[config.mk]
export PLATFORM = sky130hd
export DESIGN_NAME = spi_master_tx
export DESIGN_NICKNAME = d
export VERILOG_FILES = /design/src/rtl/spi_master_tx.sv
export SDC_FILE = /design/constraint.sdc
export NUM_CORES = 1
export LEC_CHECK = 0
export ABC_AREA = 1
export BUFFER_PORTS_ARGS = -buffer_cell sky130_fd_sc_hd__buf_2
export CORE_MARGIN = 4
export CORE_UTILIZATION = 35
export DETAILED_ROUTE_END_ITERATION = 7
export PLACE_DENSITY = 0.56
export RECOVER_POWER = 25
export SETUP_SLACK_MARGIN = 0.15
export SLEW_MARGIN = 20
export SYNTH_ARGS = -nofsm -noshare
export SYNTH_HDL_FRONTEND = slang
export SYNTH_SLANG_ARGS = --single-unit
[constraint.sdc]
create_clock -name clk -period 5 [get_ports clk]
set_clock_uncertainty 0.2 [all_clocks]
set_input_delay 0.5 -clock clk [delete_from_list [all_inputs] [get_ports clk]]
set_output_delay 0.5 -clock clk [all_outputs]
set_load 0.01 [all_outputs]
[src/rtl/spi_master_tx.sv]
// -----------------------------------------------------------------------------
// spi_master_tx
//
// SPI master transmit shifter. Pulls 32-bit words from a TX FIFO over a
// valid/ready handshake and shifts them MSB-first onto sdo0..sdo3, one step per
// tx_edge strobe (the clock generator's falling-edge pulse). Standard mode
// shifts 1 bit per step on sdo0; quad mode shifts a nibble per step on
// {sdo3,sdo2,sdo1,sdo0}. clk_en_o gates the clock generator: it is high only
// while a word is loaded and bits remain to be sent.
//
// Ports
//   clk            in   system clock, all logic on its rising edge
//   rst            in   synchronous reset, active-high
//   en             in   start request, sampled in IDLE only
//   tx_edge        in   one-cycle shift strobe from the clock generator
//   en_quad_in     in   1 = quad mode, 0 = standard; latched at start
//   counter_in     in   transfer length in bits
//   counter_in_upd in   load counter_in into the length register (IDLE only)
//   data           in   TX word from the FIFO
//   data_valid     in   FIFO word available
//   data_ready     out  word consumed this cycle (data_valid & data_ready = pop)
//   clk_en_o       out  enable to the clock generator
//   tx_done        out  one-cycle pulse when the transfer completes
//   sdo0..sdo3     out  serial data lines
// -----------------------------------------------------------------------------
module spi_master_tx (
  input  logic        clk,
  input  logic        rst,
  input  logic        en,
  input  logic        tx_edge,
  input  logic        en_quad_in,
  input  logic [15:0] counter_in,
  input  logic        counter_in_upd,
  input  logic [31:0] data,
  input  logic        data_valid,
  output logic        data_ready,
  output logic        clk_en_o,
  output logic        tx_done,
  output logic        sdo0,
  output logic        sdo1,
  output logic        sdo2,
  output logic        sdo3
);

  typedef enum logic [1:0] {
    S_IDLE,
    S_TRANSMIT,
    S_WAIT
  } state_t;

  state_t      r_state;
  logic [31:0] r_sreg;
  logic [15:0] r_bit_cnt;
  logic [15:0] r_len;
  logic        r_quad;

  logic [15:0] w_tgt;
  logic        w_last_edge;
  logic        w_word_end;

  // Number of tx_edge steps in the transfer. Quad mode rounds the bit count up
  // to whole nibbles; written as floor(len/4) + (len%4 != 0) so the sum cannot
  // overflow 16 bits for len = 65535.
  assign w_tgt = r_quad ? ({2'b00, r_len[15:2]} + {15'd0, |r_len[1:0]})
                        : r_len;

  // In TRANSMIT the target is never zero (a zero length never leaves IDLE),
  // so tgt-1 cannot underflow while this is used.
  assign w_last_edge = (r_bit_cnt == (w_tgt - 16'd1));

  // Last step of the current 32-bit word: 32 single-bit or 8 nibble steps.
  assign w_word_end = r_quad ? (r_bit_cnt[2:0] == 3'b111)
                             : (r_bit_cnt[4:0] == 5'b11111);

  // Pop request to the FIFO. Held low during reset so no word is lost.
  // NOTE: every output of a combinational block gets a default first so that
  // no path through the case statement leaves it unassigned (no latch).
  always_comb begin
    data_ready = 1'b0;
    if (!rst) begin
      case (r_state)
        S_IDLE:     data_ready = en & data_valid & (r_len != 16'd0);
        S_TRANSMIT: data_ready = tx_edge & ~w_last_edge & w_word_end;
        S_WAIT:     data_ready = 1'b1;
        default:    data_ready = 1'b0;
      endcase
    end
  end

  // NOTE: state registers use non-blocking assignments so every register sees
  // the pre-edge values of the others, whatever the statement order.
  always_ff @(posedge clk) begin
    if (rst) begin
      r_state   <= S_IDLE;
      r_sreg    <= 32'd0;
      r_bit_cnt <= 16'd0;
      r_len     <= 16'd0;
      r_quad    <= 1'b0;
      clk_en_o  <= 1'b0;
      tx_done   <= 1'b0;
    end else begin
      tx_done <= 1'b0;

      case (r_state)
        S_IDLE: begin
          if (counter_in_upd) begin
            r_len <= counter_in;
          end
          if (en) begin
            if (r_len == 16'd0) begin
              // Nothing to send: complete immediately without touching the FIFO.
              tx_done <= 1'b1;
            end else if (data_valid) begin
              r_sreg    <= data;
              r_bit_cnt <= 16'd0;
              r_quad    <= en_quad_in;
              clk_en_o  <= 1'b1;
              r_state   <= S_TRANSMIT;
            end
          end
        end

        S_TRANSMIT: begin
          if (tx_edge) begin
            r_bit_cnt <= r_bit_cnt + 16'd1;
            r_sreg    <= r_quad ? {r_sreg[27:0], 4'b0000}
                                : {r_sreg[30:0], 1'b0};
            // Completion wins over reloading: the final step may also be the
            // last step of a word, and no further word must be popped then.
            if (w_last_edge) begin
              clk_en_o <= 1'b0;
              tx_done  <= 1'b1;
              r_state  <= S_IDLE;
            end else if (w_word_end) begin
              if (data_valid) begin
                r_sreg <= data;
              end else begin
                // Stall the SPI clock until the FIFO refills.
                clk_en_o <= 1'b0;
                r_state  <= S_WAIT;
              end
            end
          end
        end

        S_WAIT: begin
          // A trailing tx_edge from the clock generator may arrive here after
          // clk_en_o dropped; it is deliberately not acted on.
          if (data_valid) begin
            r_sreg   <= data;
            clk_en_o <= 1'b1;
            r_state  <= S_TRANSMIT;
          end
        end

        default: r_state <= S_IDLE;
      endcase
    end
  end

  // Lines follow the shift register, which only changes on a load or a
  // tx_edge, so the outputs only move on clock-generator fall edges.
  assign sdo0 = r_quad ? r_sreg[28] : r_sreg[31];
  assign sdo1 = r_quad & r_sreg[29];
  assign sdo2 = r_quad & r_sreg[30];
  assign sdo3 = r_quad & r_sreg[31];

endmodule

==> flow_summary.toml <==
[run_status]
status = "complete, but fails checks"
violations = "max-capacitance violations, max-slew violations"

[grt]
grt_usage = 0.1738
grt-busiest-layer = "met2"
grt_use_met2 = 0.3010
gr-usage-met3 = 0.04097
grt_use_met1 = 0.2153
grt_pass1_vias = 4903
antenna_found_initial = 0
grt_overflow_total = 0
grt_max_degree = 39
grt_pass1_wl_mm = 23.05

[timing]
fmax_mhz = 227.1
fin_crit_ps = 4403
rsz0062_at_grt = "no"
setup_viol = 0
worst_pin_slew_ps = 2317
relSlewSlack = -0.5449
min_period_over_period = 0.8806
hold_slack_ps = 212.0
hold_violations = 0
setup-tns-final_ps = 0
final_max_slew_viol_count = 38

[routing]
ant_nets = 0
wl_per_cell_um = 12.79
vias_per_cell = 4.826
totalWireLength_mm = 13.36
vias = 5038
drc = 0
drtIter0Drc = 241
dr.pass1.iters = 5

[layout]
areaGrowthSynthToFinish_pct = 14.27
drive_gt1_frac = 0.1366
nFillCells = 1527
num-nets-final = 920
n_antenna_cell = 0
finalCoreUtilization = 0.4092
finish.instance_area_um2 = 5702

[setup_path]
crit_path_max_incr_delay_ps = 1690
worstPathArrival_ps = 3700
worstSetupStartpointType = "flop"
cpLargestDelayFamily = "buffers and inverters"
path_class = "reg -> out"
slowest_stage = "clkbuf_1"
rrSetupSlack_ps = 710
end_kind = "output port"
cp_max_fo = 37
critPathRequiredTime_ps = 4300
path_buf_inv = 2
crit_chain = "clkbuf_1 > o21ai_0 > nand4_1 > a21oi_1 > buf_2"

[place]
gp_congestion = 0.8142
dp.final_hpwl_mm = 9.767
placed_cell_area_um2 = 5383
portBuffers = 61

[clock_tree]
clockRootBuffer = "clkbuf_16"
clk_transition_reported_paths_ps = 60
clkLatencyLatePin_ps = 340
cts_tree = "done"
clock-sinks = 69
numCtsBuffers = 9
cts_buffer_depth = 2
cts_resized = 0
cts_hold_buf = 0
cts-htree-levels = 3
post-cts-setup-buffer-count = 0

[floorplanning]
die_w_um = 127.4
floorplan.initialDensity = 0.3581
placeableCoreArea_um2 = 13930
die_area_um2 = 16230
ios = 62
row_count = 43
die_y_um = 127.4

[synth]
yosysWarnings = 0
synth_area_um2 = 4990
mappedNetlistNets = 879
muxShareOfSynthArea = 0.05416
synth_top_family_by_area = "simple AND/OR/NAND/NOR gates"
synthesis.instances = 818
synth.distinct_cells = 34
synth_area_per_cell_um2 = 6.100
synth-simple-area-share = 0.4122
ys_seq_area_frac = 0.2768
synthAdderAreaFrac = 0.01505
synth-seq-cells = 69
synth_compound_area_frac = 0.1098
synth_xor_area_frac = 0.01404

[power_and_ir_drop]
peakVddDrop_uv = 224.1
p_leak_nw = 2.667
powerDensity_nw_per_um2 = 519.2
p_total_w = 0.002961

[job]
maxCapViolCount = 1

[hold_path]
hold_class = "in -> reg"
## cells by family after synthesis
kind of cell,Yosys count
buffers and inverters,147
XOR/XNOR,8
AO/OA/AOI/OAI,104
flip-flops,69
multiplexers,27
AND/OR/NAND/NOR,457
adder cells (fa/ha/maj),6
## stage by stage
step	setup slack [ps]	cells
2_1_floorplan	1777	818
3_3_place_gp	1189	1028
3_5_place_dp	1165	1028
4_1_cts	950.1	1044
5_1_grt	319.5	1044
6_report	597.1	1044
## worst min-delay path: stages
cell,delay (ps)
buf_2,70
o21ai_0,70
nor2_1,80
## cell type report
type	instances	area, um2	share of cell area
clock buffer	11	242.7	0.04257
clock inverter	5	82.58	0.01448
inverter	113	424.2	0.07439
multi-input combinational	602	3023	0.5302
sequential	69	1383	0.2425
tap	180	225.2	0.03950
timing repair buffer	64	321.6	0.05640
## synth_stat cells (all sizes together)
cell	n	area share
mux2i	27	0.054
clkbuf	18	0.014
clkinv	1	0.00075
ha	6	0.015
o31ai	1	0.0015
nand3	116	0.12
nor3	10	0.010
and3	1	0.0013
xor2	7	0.012
o21ai	32	0.032
o211a	1	0.0020
a21oi	62	0.062
nand4	8	0.010
or2	4	0.0050
buf	16	0.019
dfxtp	69	0.28
a211oi	4	0.0060
nor4	3	0.0038
xnor2	1	0.0018
inv	112	0.084
o21a	4	0.0060
nand2	254	0.20
nor2	61	0.063
## layout by cell type (no fill, tap or decap), drive strengths merged, types with 14 or more instances in the layout
cell type / n
a21oi: 62
buf: 61
clkbuf: 14
dfxtp: 69
inv: 113
mux2i: 27
nand2: 254
nand3: 116
nor2: 61
o21ai: 32
## sequential cells by signal, summed over array words and instances, names as in the netlist
register	flops
r_state	2
r_quad	1
r_len	16
r_sreg	32
tx_done	1
clk_en_o	1
r_bit_cnt	16
## worst paths after layout
path / startpoint / to / cells after the start
max reg2reg: r_quad / r_sreg[8] / 9
max: r_quad / data_ready / 5
min reg2reg: r_sreg[0] / r_sreg[0] / 2
min: counter_in[3] / r_len[3] / 3
## layer usage
layer  wire, um  share of wire  up-vias
met3        491          0.037       15
met5          0              0        -
met1       6176           0.46     2233
met2       6478           0.49       84
li1           -              -     2706
met4        210          0.016        0
## power by group
group	switching (W)	internal [W]
Clock	0.000256	0.000452
Combinational	0.000908	0.000504
Sequential	0.000158	0.000683
Total	0.00132	0.00164
No activity file was read; power rests on OpenSTA's default activity.
